--- src/rtl/game_sequencer.sv ---
// Flappy Bird game-flow controller: IDLE -> COUNTDOWN -> PLAY -> DYING -> OVER.
// Derives a one-Clk frame tick from VGA_VS, schedules pipe spawns with LFSR gap
// heights, sets scroll speed from score level and keeps a saturating BCD score.
module game_sequencer #(
  parameter int unsigned COUNTDOWN_FRAMES = 180,
  parameter int unsigned DEATH_FRAMES     = 60,
  parameter int unsigned SPAWN_BASE       = 120,
  parameter int unsigned SPAWN_STEP       = 16,
  parameter int unsigned GAP_MIN          = 80,
  parameter int unsigned SPEED_STEP_SCORE = 5,
  parameter int unsigned MAX_SPEED        = 4
) (
  input  logic       Clk,
  input  logic       Reset_n,
  input  logic       frame_clk,
  input  logic       start,
  input  logic       collision,
  input  logic       pipe_passed,
  input  logic [1:0] speed_sel,
  output logic [1:0] state_num,
  output logic       frame_tick,
  output logic       run,
  output logic       endgame,
  output logic       spawn,
  output logic [9:0] spawn_gap_y,
  output logic [2:0] scroll_speed,
  output logic [3:0] countdown_digit,
  output logic [7:0] score
);

  localparam int unsigned CntW = 10;

  typedef enum logic [2:0] {StIdle, StCountdown, StPlay, StDying, StOver} state_e;

  state_e          state_q, state_d;
  logic [1:0]      vs_sync_q;
  logic            vs_prev_q;
  logic            frame_tick_q;
  logic            tick;
  logic            start_q;
  logic            start_rise;
  logic [CntW-1:0] cnt_q, cnt_d;
  logic [CntW-1:0] timer_q, timer_d;
  logic [15:0]     lfsr_q, lfsr_d;
  logic [7:0]      score_q, score_d;
  logic [3:0]      pass_cnt_q, pass_cnt_d;
  logic [4:0]      level_q, level_d;
  logic [2:0]      speed_q, speed_d;
  logic [9:0]      gap_q, gap_d;
  logic            spawn_q, spawn_d;
  logic            run_q, run_d;
  logic            endgame_q, endgame_d;
  logic [1:0]      state_num_q, state_num_d;
  logic [3:0]      digit_q, digit_d;
  logic [5:0]      speed_sum;
  logic [2:0]      speed_tgt;
  logic [CntW-1:0] interval;

  assign tick       = vs_sync_q[1] & ~vs_prev_q;
  assign start_rise = start & ~start_q;

  assign speed_sum = 6'd1 + {4'd0, speed_sel} + {1'b0, level_q};
  assign speed_tgt = (speed_sum > 6'(MAX_SPEED)) ? 3'(MAX_SPEED) : speed_sum[2:0];
  // Spawn spacing shrinks with the speed in force when the pipe is launched
  assign interval  = 10'(SPAWN_BASE) - 10'(SPAWN_STEP) * {7'd0, speed_q - 3'd1};

  // VS resynchroniser, edge detector and start-key history
  always_ff @(posedge Clk or negedge Reset_n) begin
    if (!Reset_n) begin
      vs_sync_q    <= 2'b00;
      vs_prev_q    <= 1'b0;
      frame_tick_q <= 1'b0;
      // A key held through reset must not start a game
      start_q      <= 1'b1;
    end else begin
      vs_sync_q    <= {vs_sync_q[0], frame_clk};
      vs_prev_q    <= vs_sync_q[1];
      frame_tick_q <= tick;
      start_q      <= start;
    end
  end

  // Game state, counters, score and registered outputs
  always_ff @(posedge Clk or negedge Reset_n) begin
    if (!Reset_n) begin
      state_q     <= StIdle;
      cnt_q       <= '0;
      timer_q     <= '0;
      lfsr_q      <= 16'hACE1;
      score_q     <= 8'h00;
      pass_cnt_q  <= 4'd0;
      level_q     <= 5'd0;
      speed_q     <= 3'd1;
      gap_q       <= 10'd0;
      spawn_q     <= 1'b0;
      run_q       <= 1'b0;
      endgame_q   <= 1'b0;
      state_num_q <= 2'd0;
      digit_q     <= 4'd0;
    end else begin
      state_q     <= state_d;
      cnt_q       <= cnt_d;
      timer_q     <= timer_d;
      lfsr_q      <= lfsr_d;
      score_q     <= score_d;
      pass_cnt_q  <= pass_cnt_d;
      level_q     <= level_d;
      speed_q     <= speed_d;
      gap_q       <= gap_d;
      spawn_q     <= spawn_d;
      run_q       <= run_d;
      endgame_q   <= endgame_d;
      state_num_q <= state_num_d;
      digit_q     <= digit_d;
    end
  end

  // Next-state logic for the game flow and the output registers
  always_comb begin
    state_d    = state_q;
    cnt_d      = cnt_q;
    timer_d    = timer_q;
    score_d    = score_q;
    pass_cnt_d = pass_cnt_q;
    level_d    = level_q;
    speed_d    = speed_q;
    gap_d      = gap_q;
    spawn_d    = 1'b0;
    // Fibonacci LFSR, taps 16,14,13,11, free-running in every state
    lfsr_d     = {lfsr_q[14:0], lfsr_q[15] ^ lfsr_q[13] ^ lfsr_q[12] ^ lfsr_q[10]};

    case (state_q)
      StIdle: begin
        if (start_rise) begin
          state_d    = StCountdown;
          score_d    = 8'h00;
          level_d    = 5'd0;
          pass_cnt_d = 4'd0;
          cnt_d      = CntW'(COUNTDOWN_FRAMES - 1);
        end
      end
      StCountdown: begin
        if (tick) begin
          speed_d = speed_tgt;
          if (cnt_q == '0) begin
            state_d = StPlay;
            timer_d = '0;
          end else begin
            cnt_d = cnt_q - 1'b1;
          end
        end
      end
      StPlay: begin
        if (tick) begin
          speed_d = speed_tgt;
          if (timer_q == '0) begin
            spawn_d = 1'b1;
            gap_d   = 10'(GAP_MIN) + {2'b00, lfsr_q[7:0]};
            timer_d = interval - 1'b1;
          end else begin
            timer_d = timer_q - 1'b1;
          end
        end
        // Collision outranks a simultaneous pipe_passed
        if (collision) begin
          state_d = StDying;
          cnt_d   = CntW'(DEATH_FRAMES - 1);
        end else if (pipe_passed && score_q != 8'h99) begin
          if (score_q[3:0] == 4'd9) begin
            score_d = {score_q[7:4] + 4'd1, 4'd0};
          end else begin
            score_d = {score_q[7:4], score_q[3:0] + 4'd1};
          end
          if (pass_cnt_q == 4'(SPEED_STEP_SCORE - 1)) begin
            pass_cnt_d = 4'd0;
            level_d    = level_q + 5'd1;
          end else begin
            pass_cnt_d = pass_cnt_q + 4'd1;
          end
        end
      end
      StDying: begin
        if (tick) begin
          if (cnt_q == '0) begin
            state_d = StOver;
          end else begin
            cnt_d = cnt_q - 1'b1;
          end
        end
      end
      StOver: begin
        if (start_rise) begin
          state_d = StIdle;
        end
      end
      default: state_d = StIdle;
    endcase

    run_d     = (state_d == StPlay);
    endgame_d = (state_d == StDying) || (state_d == StOver);
    case (state_d)
      StIdle:      state_num_d = 2'd0;
      StCountdown: state_num_d = 2'd1;
      StPlay:      state_num_d = 2'd2;
      default:     state_num_d = 2'd3;
    endcase
    digit_d = (state_d == StCountdown) ? 4'(cnt_d / 10'd60 + 10'd1) : 4'd0;
  end

  assign state_num       = state_num_q;
  assign frame_tick      = frame_tick_q;
  assign run             = run_q;
  assign endgame         = endgame_q;
  assign spawn           = spawn_q;
  assign spawn_gap_y     = gap_q;
  assign scroll_speed    = speed_q;
  assign countdown_digit = digit_q;
  assign score           = score_q;

endmodule

--- config.mk ---
export PLATFORM = sky130hd
export DESIGN_NAME = game_sequencer
export DESIGN_NICKNAME = d
export VERILOG_FILES = /design/src/rtl/game_sequencer.sv
export SDC_FILE = /design/constraint.sdc
export NUM_CORES = 1
export LEC_CHECK = 0
export ABC_CLOCK_PERIOD_IN_PS = 7250
export CORE_UTILIZATION = 62
export DETAILED_ROUTE_END_ITERATION = 7
export PLACE_DENSITY = 0.82
export SYNTH_ARGS = -nofsm -noshare
export SYNTH_HDL_FRONTEND = slang
export SYNTH_SLANG_ARGS = --single-unit
export TNS_END_PERCENT = 100
--- constraint.sdc ---
create_clock -name Clk -period 7.25 [get_ports Clk]
set_clock_uncertainty 0.1 [all_clocks]
set_input_delay 1.0875 -clock Clk [delete_from_list [all_inputs] [get_ports Clk]]
set_output_delay 1.0875 -clock Clk [all_outputs]
set_load 0.005 [all_outputs]
# Yosys cells after proc, flatten, opt, wreduce, memory -nomap -nowiden
# Cells that the tools add are included.
# Widths: inputs -> output; s select.
dict set report op_classes {
  n_addsub 13
  n_div 1
  n_lt_le_gt_ge 1
  n_eq_ne 19
  n_mux 39
  n_bitwise 7
  n_reduce_logical 16
}
# op count
set op_table {}
lappend op_table {{$mux 10} 8}
lappend op_table {{$mux 8} 4}
lappend op_table {{$pmux 10 s3} 1}
lappend op_table {{$mux 3} 8}
lappend op_table {{$logic_not 10->1} 2}
lappend op_table {{$mux 4} 5}
lappend op_table {{$mux 5} 4}
lappend op_table {{$pmux 10 s2} 1}
lappend op_table {{$sub 10x1->10 const B} 2}
lappend op_table {{$add 4x1->4 const B} 4}
lappend op_table {{$ne 2x2->1 const B} 8}
lappend op_table {{$pmux 8 s2} 1}
lappend op_table {{$pmux 3 s5} 1}
lappend op_table {{$eq 3x2->1 const B} 4}
lappend op_table {{$div 10x6->10 const B} 1}
lappend op_table {{$pmux 5 s2} 1}
lappend op_table {{$reduce_and 5->1} 2}
lappend op_table {{$add 7x8->9 const A} 1}
lappend op_table {{$sub 8x2->9 const B} 1}
lappend op_table {{$ne 8x8->1 const B} 1}
lappend op_table {{$pmux 4 s2} 1}
lappend op_table {{$reduce_and 4->1} 2}
lappend op_table {{$sub 7x7->8 const A} 1}
lappend op_table {{$add 3x5->6} 1}
lappend op_table {{other kinds (20)} 31}
dict set report totals {
  ff_bits 83
  input_bits 8
  out_inout_bits 31
  word_cells 115
}

# Logic depth before layout (Yosys ltp)
# Gate-level depths: netlist of the first run.
dict set report depth {
  depth_word 7
  ltp_mapped 14
  ltp_nobuf 14
}

# Worst setup path before layout of the first run
# OpenSTA, ideal clock, no wires.
dict set report synth_timing {
  kind {input-to-reg}
  startpoint {in start}
  endpoint {reg digit_q[1] (netlist: countdown_digit[1])}
  setup_ps 120
  arrival_time_ps 3357
  required_time_ps 7030
  path_slack_ps 3674
  cell_stages 11
  n_path_buf 0
  cell_sequence {or3b_4 > a21oi_2 > a31oi_4 > a21boi_2 > maj3_2 > and3_1 > o311ai_2 > a21oi_2 > a21o_2 > ha_1 > and3_1}
}
dict set report synth_via {
  elab_chain_len 6
  word_cells_on_any_way 10
  classes_between {1 x add/sub; 1 x div; 1 x eq/ne; 6 x mux; 1 x bitwise}
}
# element line_no
set synth_lines {}
lappend synth_lines {{from (decl)} 16} ;# input logic start,
lappend synth_lines {{$and 1x1->1} 60} ;# assign start_rise = start & ~start_q;
lappend synth_lines {{$mux 10} 134} ;# if (start_rise) begin
lappend synth_lines {{$pmux 10 s3} 132} ;# case (state_q)
lappend synth_lines {{named net cnt_d[8]} 42} ;# logic [CntW-1:0] cnt_q, cnt_d;
lappend synth_lines {{$div 10x6->10} 207} ;# digit_d = (state_d == StCountdown) ? 4'(cnt_d / 10'd60 + 10'd1) : 4'd0;
lappend synth_lines {{$add 4x1->4} 207}
lappend synth_lines {{$mux 4} 207}
lappend synth_lines {{named net digit_d[1]} 54} ;# logic [3:0] digit_q, digit_d;
lappend synth_lines {{to (signal assigned)} 114} ;# digit_q <= digit_d;
lappend synth_lines {{to (decl)} 54}
# The timed path passes the listed nets, and every way through them passes these cells.
# A chain may end at the register's enable or synchronous reset.

# Worst setup path after layout of the first run
# Same ends and word-level chain as after synthesis.

==> flow_metrics.py, run 1 <==
metrics = {
    "yosys": {
        "async_flop_share": 1.000,
        "seq_area_frac_synth": 0.4902,
        "avgSynthCellArea_um2": 10.30,
        "synth_nets": 432,
        "yosys.area.top_type": "dfrtp_1",
        "synth_common_cells": "dfrtp_1, nand2_1, nor2_1",
        "synth.most_common_cell": "dfrtp_1",
        "synth_top_flop_cell": "dfrtp_1",
        "netlist_area_mm2": 0.004212,
        "yosys_register_bits": 82,
        "yosysWarnings": 0,
        "synth_cell_types": 76,
        "yosys-top-cells-area": "dfrtp_1, dfstp_2, nand2_1",
        "syn_inst": 409,
        "yosysTopAreaCellShare": 0.4278,
        "synth_edf_count": 0,
    },
    "place": {
        "gp_congestion": 1.000,
        "portBuffers": 37,
        "place_hpwl_um": 5846,
        "dp.cells": 514,
        "dpl_cell_area_mm2": 0.004598,
    },
    "outcome": {
        "violations": "DRC",
        "status": "finished, violations left",
    },
    "timing": {
        "fin_tns_setup_ps": 0,
        "tightestPinTransition_ps": 964.7,
        "grt_setup_unrepaired": "false",
        "maxSlewViolCount": 0,
        "finalSetupViolCount": 0,
        "maxSlewHeadroom": 0.3569,
        "report.final.hold_viol_count": 0,
        "fmax_ghz": 0.2575,
        "finalCritPeriodShare": 0.5356,
        "timing.final.crit_period_ps": 3883,
    },
    "critical_path": {
        "crit_chain": "clkdlybuf4s50_1 -> or2b_2 -> nor2b_1 -> a21oi_1 -> nand3_2 -> or2_2 -> o311ai_2 -> a22oi_1 -> o21ai_0 -> a21o_2 -> ha_1 -> and3_1",
        "r2r-end": "level_q[4]",
        "worstPathMaxFanout": 7,
        "crit_path_end_kind": "register",
        "crit_buf_inv": 1,
        "crit_path_start": "start",
        "cp.required_ps": 7400,
        "slowest_delay_ps": 480,
        "cp_slowest_cell": "clkdlybuf4s50_1",
        "crit_cells": 12,
        "cp.arrival_ps": 4040,
        "crit_type": "in2reg",
        "r2r_cells": 9,
        "timing.rr.start": "state_q[2]",
        "crit_end": "countdown_digit[1]",
        "crit_path_start_kind": "primary input",
        "r2r_setup_slack_ps": 3850,
        "crit_family": "simple AND/OR/NAND/NOR gates",
    },
    "power_and_ir_drop": {
        "pwr_density_cell_mw_per_mm2": 299.4,
        "switching_power_uw": 531.2,
        "p_comb_frac": 0.345,
        "ir_drop_uv": 219.5,
        "p_int_uw": 907.0,
        "total_leakage_power_uw": 0.002231,
        "p_sw_frac": 0.3694,
        "seqPwrFrac": 0.415,
        "clkPwrFrac": 0.240,
    },
    "route": {
        "avgRoutedWirePerCell_um": 15.46,
        "drt-vias-per-instance": 5.943,
        "drtIter0Drc": 183,
        "dr.pass1.iters": 7,
        "drt_drc_violations_left": 7,
        "wirelength_um": 8193,
        "ant_nets": 0,
        "via_count": 3150,
    },
    "cells_and_area": {
        "final_layout_size_suffix_gt1_frac": 0.1391,
        "final_area_mm2": 0.004803,
        "n_fill_cell": 448,
        "utilization": 0.7437,
        "layout.nets": 471,
        "area_growth_pct": 14.05,
        "antenna_cells": 0,
        "stdcell_count": 530,
    },
    "floorplan": {
        "start_util": 0.6521,
        "die_y_um": 84.42,
        "core_area_mm2": 0.006459,
        "num_rows": 29,
        "die_area_mm2": 0.007127,
        "io_pins": 39,
        "die_w_um": 84.42,
    },
    "clocking": {
        "cts_buffers": 9,
        "cts_root_buf": "clkbuf_8",
        "cts_max_level": 3,
        "insertion_delay_ps": 360,
        "cts_tree": "yes",
        "post_cts_buffers": 0,
        "clk_pin_slew_ps": 90,
        "post_cts_resize_count": 0,
        "cts_hold_buf": 0,
        "cts_buffer_depth": 2,
        "clkSinkCount": 82,
    },
    "global_routing": {
        "grt_pass1_vias": 2946,
        "grt_pass1_wl_um": 13920,
        "grt-ovfl-total": 0,
        "grt_max_degree": 83,
        "track_usage": 0.2508,
        "antenna_found_initial": 0,
    },
    "job": {
        "cap_violations": 0,
    },
    "hold_path": {
        "min_path_type": "reg2reg",
    },
}
==> worst min path at each step <==
| stage | start | end | slack (ps) | cells past startpoint |
|---|---|---|---|---|
| after floorplan | lfsr_q[8] | lfsr_q[9] | 230 | 0 |
| after global placement | lfsr_q[8] | lfsr_q[9] | 230 | 0 |
| after detailed placement | lfsr_q[8] | lfsr_q[9] | 240 | 0 |
| after CTS | lfsr_q[9] | lfsr_q[10] | 250 | 0 |
| after global routing | vs_sync_q[0] | vs_sync_q[1] | 260 | 0 |
| final | lfsr_q[9] | lfsr_q[10] | 250 | 0 |
==> state kept, by name (all words and copies together) (netlist names), 3 cells and up <==
name / cells
level_q: 5
spawn_gap_y: 9
score: 8
pass_cnt_q: 4
timer_q: 10
cnt_q: 10
scroll_speed: 3
countdown_digit: 4
lfsr_q: 16
state_q: 3
==> cells in the final DEF (no fill, tap or decap), types with 2 or more instances in the layout <==
cell             instances
dfrtp_1                 72
nand2_1                 52
clkdlybuf4s50_1         36
nor2_1                  32
o21ai_0                 26
inv_1                   20
xor2_1                  17
a21oi_1                 15
nor3_1                  14
ha_1                    14
dfstp_2                 10
xnor2_1                  9
clkbuf_8                 9
nand3_1                  8
nand2b_1                 7
nand4_1                  6
nor4_1                   5
or3_1                    5
a21o_1                   5
and3_1                   5
nand3b_1                 4
or2_2                    4
nor2b_1                  3
a41oi_1                  3
a21oi_2                  3
a31o_2                   3
o211ai_1                 3
a22oi_1                  3
inv_6                    3
o21ai_1                  2
a211o_1                  2
o31ai_1                  2
maj3_2                   2
o311ai_2                 2
and2_2                   2
o22ai_1                  2
==> worst register-to-register path: cells and delay by family (launching register included) <==
| kind | cells | cell delay, ps |
|---|---|---|
| compound gates | 3 | 1260 |
| simple gates | 5 | 1190 |
| flops | 1 | 560 |
| xor+xnor | 1 | 170 |
==> layer usage <==
layer | routed length [um] | up-vias | global-route usage
li1 | - | 1507 | -
met1 | 3736 | 1527 | 0.3525
met2 | 3847 | 92 | 0.3763
met3 | 426 | 24 | 0.05113
met4 | 182 | 0 | 0.1217
met5 | 0 | - | 0
==> layout make-up <==
class | instances | area (um2) | area share
inverters | 20 | 75.07 | 0.01563
multi-input cells | 298 | 1994 | 0.4152
repair buffers | 37 | 367.9 | 0.07658
flip-flops and latches | 82 | 2064 | 0.4298
clock buffers | 9 | 123.9 | 0.02579
clock inverters | 7 | 81.33 | 0.01693
well taps | 77 | 96.34 | 0.02006
==> power groups by stage <==
stage	sequential, uW	combinational (uW)	clock (uW)
after floorplan	587	371	0
final	597	496	345
after global routing	605	557	369
after global placement	602	475	0
after CTS	595	494	351
after detailed placement	604	491	0
==> per-stage QoR <==
stage               setup slack (ps)  hold slack, ps  power [uW]
finish                          3367           247.4        1438
CTS                             3367           248.8        1440
global placement                3062           234.0        1077
detailed placement              2991           236.4        1096
floorplan                       3674           231.2       958.3
global route                    3118           260.5        1531
==> logic make-up after synthesis <==
logic type,synth area share
AND/OR/NAND/NOR,0.2112
buffers and inverters,0.03624
flip-flops,0.4902
XOR/XNOR,0.05407
multiplexers,0.005941
other,0.0008904
adder cells (fa/ha/maj),0.05407
AO/OA/AOI/OAI,0.1474
No activity file was read; power rests on OpenSTA's default activity.
==> inputs of run 2 (changes only) <==
- ABC_CLOCK_PERIOD_IN_PS: 7250 -> 3350
- CORE_UTILIZATION: 62 -> 52
- PLACE_DENSITY: 0.82 -> 0.73
- clock period: 7.25 -> 3.35 ns (I/O delays scaled with it)
==> run 2 against run 1 <==
Compared with the run above:
- cell area grew 8.5%
- largest cell class is now multi-input gates
- highest routed layer unchanged
- wire length grew 9.6%
- the run now ends clean
- clock power up 120%
- critical path depth up 1
- critical path type is now reg2reg
- clock-buffer cell count is the same
- total power rose by 140%
- sequential power grew 120%
- worst setup slack worse by 3300 ps
- hold slack got worse by 63 ps
- combinational power grew to 2.7 times the previous value
==> flow_metrics.py, run 2 (same netlist as run 1, synthesis figures left out) <==
metrics = {
    "place": {
        "place_hpwl_um": 6333,
        "gp_congestion": 0.8847,
        "post-place-ws_ps": -244.1,
        "dp.cells": 567,
        "portBuffers": 37,
    },
    "global_routing": {
        "grt_pass1_wl_um": 15070,
        "grt-ovfl-total": 0,
        "grt_pass1_vias": 3225,
        "track_usage": 0.2248,
        "grt_max_degree": 83,
        "antenna_found_initial": 0,
    },
    "cells_and_area": {
        "final_layout_size_suffix_gt1_frac": 0.2284,
        "largest_reg_flops": 16,
        "stdcell_count": 588,
        "final_common_cell": "dfrtp_1",
        "multi_input_area_mm2": 0.002115,
        "layout.nets": 504,
        "antenna_cells": 0,
        "area_growth_pct": 23.74,
        "largest_registers": "lfsr_q x16, cnt_q x10, timer_q x10",
        "top_register": "lfsr_q",
        "n_fill_cell": 620,
        "final-seq-area_mm2": 0.002066,
        "most-common-layout-cells": "dfrtp_1, nand2_1, clkdlybuf4s50_1",
    },
    "clocking": {
        "insertion_delay_ps": 360,
        "clk_pin_slew_ps": 100,
        "cts_buffers": 9,
        "clkSinkCount": 82,
        "cts_root_buf": "clkbuf_8",
        "cts_tree": "yes",
        "cts_max_level": 3,
        "cts_buffer_depth": 2,
    },
    "route": {
        "ant_nets": 0,
        "drt-vias-per-instance": 5.527,
        "avgRoutedWirePerCell_um": 15.28,
        "wirelength_um": 8983,
        "drtIter0Drc": 174,
        "dr.pass1.iters": 4,
        "drt_drc_violations_left": 0,
        "via_count": 3250,
    },
    "power_and_ir_drop": {
        "clkPwrFrac": 0.222,
        "power_uw": 3393,
        "total_leakage_power_uw": 0.002402,
        "p_comb_frac": 0.395,
        "p_int_uw": 2138,
        "pwr_density_cell_mw_per_mm2": 651.1,
        "p_sw_frac": 0.3698,
        "seqPwrFrac": 0.383,
        "ir_drop_uv": 402.6,
        "switching_power_uw": 1255,
    },
    "timing": {
        "fin_tns_setup_ps": 0,
        "worst_slack_ps": 102.2,
        "maxSlewHeadroom": 0.3319,
        "fmax_ghz": 0.3079,
        "tightestPinTransition_ps": 1002,
        "finalSetupViolCount": 0,
        "finalCritPeriodShare": 0.9695,
        "report.final.hold_viol_count": 0,
        "maxSlewViolCount": 0,
        "timing.final.crit_period_ps": 3248,
    },
    "critical_path": {
        "crit_path_end_kind": "register",
        "timing.rr.start": "cnt_q[0]",
        "crit_path_start_kind": "register",
        "cp.arrival_ps": 3400,
        "r2r_setup_slack_ps": 100,
        "worstPathMaxFanout": 6,
        "crit_type": "reg2reg",
        "r2r-end": "countdown_digit[1]",
        "r2r_cells": 13,
        "cp.required_ps": 3500,
    },
    "floorplan": {
        "start_util": 0.5422,
        "die_y_um": 92.00,
        "core_area_mm2": 0.007767,
        "die_area_mm2": 0.008463,
        "die_w_um": 92.00,
        "io_pins": 39,
        "num_rows": 32,
    },
    "job": {
        "cap_violations": 0,
    },
    "hold_path": {
        "min_path_type": "in2async",
    },
    "outcome": {
        "status": "finished clean",
    },
}
[run 2: power groups by stage]
stage | clock network, uW | registers, uW | logic (uW)
floorplan | 0 | 1270 | 803
global placement | 0 | 1300 | 1150
detailed placement | 0 | 1300 | 1190
CTS | 774 | 1290 | 1220
global route | 816 | 1320 | 1470
finish | 753 | 1300 | 1340
[run 2: worst max path at each step]
stage | startpoint | end | slack, ps | cells after the start
final | cnt_q[0] | countdown_digit[1] | 100 | 13
after global routing | cnt_q[0] | countdown_digit[2] | -3 | 14
after CTS | cnt_q[0] | countdown_digit[1] | 20 | 13
after detailed placement | start | countdown_digit[1] | -240 | 12
after global placement | start | countdown_digit[1] | -160 | 12
after floorplan | cnt_q[0] | countdown_digit[1] | 250 | 13
[run 2: layer usage]
layer	global-route usage	share of wire	vias up
met5	0	0	-
met4	0.07813	0.013	0
met3	0.04063	0.030	13
met2	0.3787	0.50	72
met1	0.2916	0.45	1588
li1	-	-	1577
[run 2: critical path, stage by stage, from the launching register on]
cell and delay [ps]:
dfrtp_2 450, inv_1 120, ha_4 190, and4bb_2 310, and4_4 270, nand2b_4 150
o21ai_4 80, maj3_2 330, and3_4 190, o311ai_4 290, a21oi_2 70, a21o_2 200
ha_1 260, and3_1 140
[run 2: timing repair]
item                       4_1_cts  5_1_grt
hold buffers                     0        0
buffers inserted                 2        3
gates cloned                     0        0
gates resized for setup          0       23
pin swaps                        1        7
setup endpoints to repair        2        3
[run 2: per-stage QoR]
| stage | hold WS [ps] | instance area [um2] | util |
|---|---|---|---|
| global placement | 236.1 | 4840 | 0.6231 |
| floorplan | 106.9 | 4212 | - |
| finish | 184.0 | 5211 | 0.6709 |
| detailed placement | 236.3 | 4840 | 0.6231 |
| global route | 178.8 | 5211 | 0.6709 |
| CTS | 236.6 | 5065 | 0.6521 |
[run 2: final cells by class]
cell class,instances,share of cell area
repair buffers,70,0.1186
well taps,102,0.02449
flip-flops and latches,82,0.3964
clock buffers,9,0.02377
multi-input cells,298,0.4058
inverters,20,0.01441
clock inverters,7,0.01657
==> inputs of run 3 (changes only) <==
- MAX_ROUTING_LAYER: default -> met4
- SETUP_SLACK_MARGIN: default -> 0.4
==> run 3 against run 2 <==
Compared with the run above:
- total power up 4.1%
- cell area is 3.6% higher
- hold slack better by 19 ps
- sequential power hardly changed
- non-clock buffer count up 11
- flip-flop and latch count unchanged
- clock power down 5.2%
- register-to-register slack gained 50 ps
==> flow_metrics.py, run 3 (same netlist as run 1, synthesis figures left out) <==
metrics = {
    "hold_path": {
        "min_path_type": "in2async",
    },
    "cells_and_area": {
        "utilization": 0.6951,
        "largest_registers": "lfsr_q x16, cnt_q x10, timer_q x10",
        "final_layout_size_suffix_gt1_frac": 0.2817,
        "largest_reg_flops": 16,
        "stdcell_count": 599,
        "layout.nets": 515,
        "antenna_cells": 0,
        "top_register": "lfsr_q",
        "area_growth_pct": 28.19,
        "final_common_cell": "dfrtp_1",
        "most-common-layout-cells": "dfrtp_1, nand2_1, buf_4",
        "n_fill_cell": 578,
    },
    "power_and_ir_drop": {
        "p_int_uw": 2166,
        "power_uw": 3533,
        "total_leakage_power_uw": 0.002464,
        "switching_power_uw": 1367,
        "seqPwrFrac": 0.372,
        "clkPwrFrac": 0.202,
        "ir_drop_uv": 466.8,
        "p_comb_frac": 0.426,
        "p_sw_frac": 0.3869,
        "pwr_density_cell_mw_per_mm2": 654.3,
    },
    "timing": {
        "grt_setup_unrepaired": "true",
        "tightestPinTransition_ps": 982.8,
        "worst_slack_ps": 156.3,
        "fmax_ghz": 0.3131,
        "fin_tns_setup_ps": 0,
        "finalSetupViolCount": 0,
        "finalCritPeriodShare": 0.9534,
        "report.final.hold_viol_count": 0,
        "maxSlewViolCount": 0,
        "timing.final.crit_period_ps": 3194,
        "maxSlewHeadroom": 0.3448,
    },
    "place": {
        "place_hpwl_um": 6344,
        "dp.cells": 566,
        "portBuffers": 37,
        "gp_congestion": 0.8596,
        "post-place-ws_ps": -184.4,
    },
    "critical_path": {
        "cp_slowest_cell": "dfrtp_2",
        "crit_family": "simple AND/OR/NAND/NOR gates",
        "cp.required_ps": 3490,
        "worstPathMaxFanout": 6,
        "crit_type": "reg2reg",
        "cp.arrival_ps": 3340,
        "slowest_delay_ps": 460,
        "crit_chain": "nor4b_4 -> nand2_2 -> or4_4 -> o21ai_4 -> buf_6 -> xor2_2 -> a22o_4 -> o2111ai_4 -> a21boi_2 -> o21ai_2 -> mux2_4",
        "crit_path_end_kind": "register",
        "crit_buf_inv": 1,
        "crit_path_start_kind": "register",
    },
    "clocking": {
        "cts_buffer_depth": 2,
        "clk_pin_slew_ps": 100,
        "cts_max_level": 3,
        "clkSinkCount": 82,
        "cts_buffers": 9,
        "cts_root_buf": "clkbuf_8",
        "cts_tree": "yes",
        "cts_hold_buf": 0,
        "insertion_delay_ps": 360,
    },
    "route": {
        "drt_drc_violations_left": 0,
        "drtIter0Drc": 146,
        "avgRoutedWirePerCell_um": 16.16,
        "drt-vias-per-instance": 5.730,
        "ant_nets": 0,
        "wirelength_um": 9681,
        "via_count": 3432,
        "dr.pass1.iters": 4,
    },
    "floorplan": {
        "io_pins": 39,
        "start_util": 0.5422,
        "die_w_um": 92.00,
        "core_area_mm2": 0.007767,
        "die_y_um": 92.00,
        "die_area_mm2": 0.008463,
        "num_rows": 32,
    },
    "outcome": {
        "status": "finished clean",
    },
    "global_routing": {
        "grt-ovfl-total": 0,
        "grt_pass1_vias": 3491,
        "grt_max_degree": 83,
        "antenna_found_initial": 0,
        "track_usage": 0.2501,
        "grt_pass1_wl_um": 16300,
    },
    "job": {
        "cap_violations": 0,
    },
}
==> run 3: cell types whose count changed in the layout (fill, tap and decap cells not counted), moves of 3 or more <==
cell | before | now
buf_4 | 34 | 42
dfrtp_1 | 71 | 67
dfrtp_2 | 1 | 5
inv_6 | 1 | 4
==> run 3: per-layer routing <==
metal | GRT usage | wire length [um] | up-vias
met5 | - | 0 | -
met4 | 0.09896 | 242 | 0
met3 | 0.04975 | 460 | 30
met2 | 0.4036 | 4641 | 113
met1 | 0.3109 | 4337 | 1690
li1 | - | - | 1599
==> run 3: power groups by stage <==
stage          Sequential (uW)  Combinational [uW]  Clock [uW]
2_1_floorplan             1270                 844           0
3_3_place_gp              1310                1170           0
3_5_place_dp              1310                1200           0
4_1_cts                   1310                1390         725
5_1_grt                   1330                1650         767
6_report                  1310                1510         714
==> run 3: what timing repair did <==
action                     4_1_cts  5_1_grt
buffers inserted                13        4
setup endpoints to repair        4        4
pin swaps                       24       12
gates resized for setup         36        7
==> run 3: worst paths after layout <==
path                         startpoint                  to  slack [ps]  cells past startpoint
max in group asynchronous       Reset_n          state_q[2]        2250                      1
max                            cnt_q[0]  countdown_digit[3]         160                     11
max reg2reg                    cnt_q[0]  countdown_digit[3]         160                     11
min in group Clk           vs_sync_q[0]        vs_sync_q[1]         260                      0
min reg2reg                vs_sync_q[0]        vs_sync_q[1]         260                      0
min                             Reset_n      spawn_gap_y[1]         200                      1
==> run 3: stage by stage <==
step	hold slack, ps	area (um2)
6_report	203.1	5399
2_1_floorplan	106.9	4259
3_3_place_gp	235.5	4880
5_1_grt	272.0	5399
3_5_place_dp	234.7	4880
4_1_cts	236.8	5313
==> run 3: area by class of cell <==
cell class	instances	area (um2)	area share
clock inverter	7	73.82	0.01367
multi-input combinational	298	2211	0.4095
tap	102	127.6	0.02364
sequential	82	2071	0.3835
timing repair buffer	81	716.9	0.1328
clock buffer	9	123.9	0.02294
inverter	20	75.07	0.01390
==> run 3: worst reg2reg max path, cell delays in order (launching register included) <==
cell	delay [ps]
dfrtp_2	460
nor4b_4	410
nand2_2	160
or4_4	450
o21ai_4	240
buf_6	150
xor2_2	150
a22o_4	180
o2111ai_4	160
a21boi_2	200
o21ai_2	130
mux2_4	310
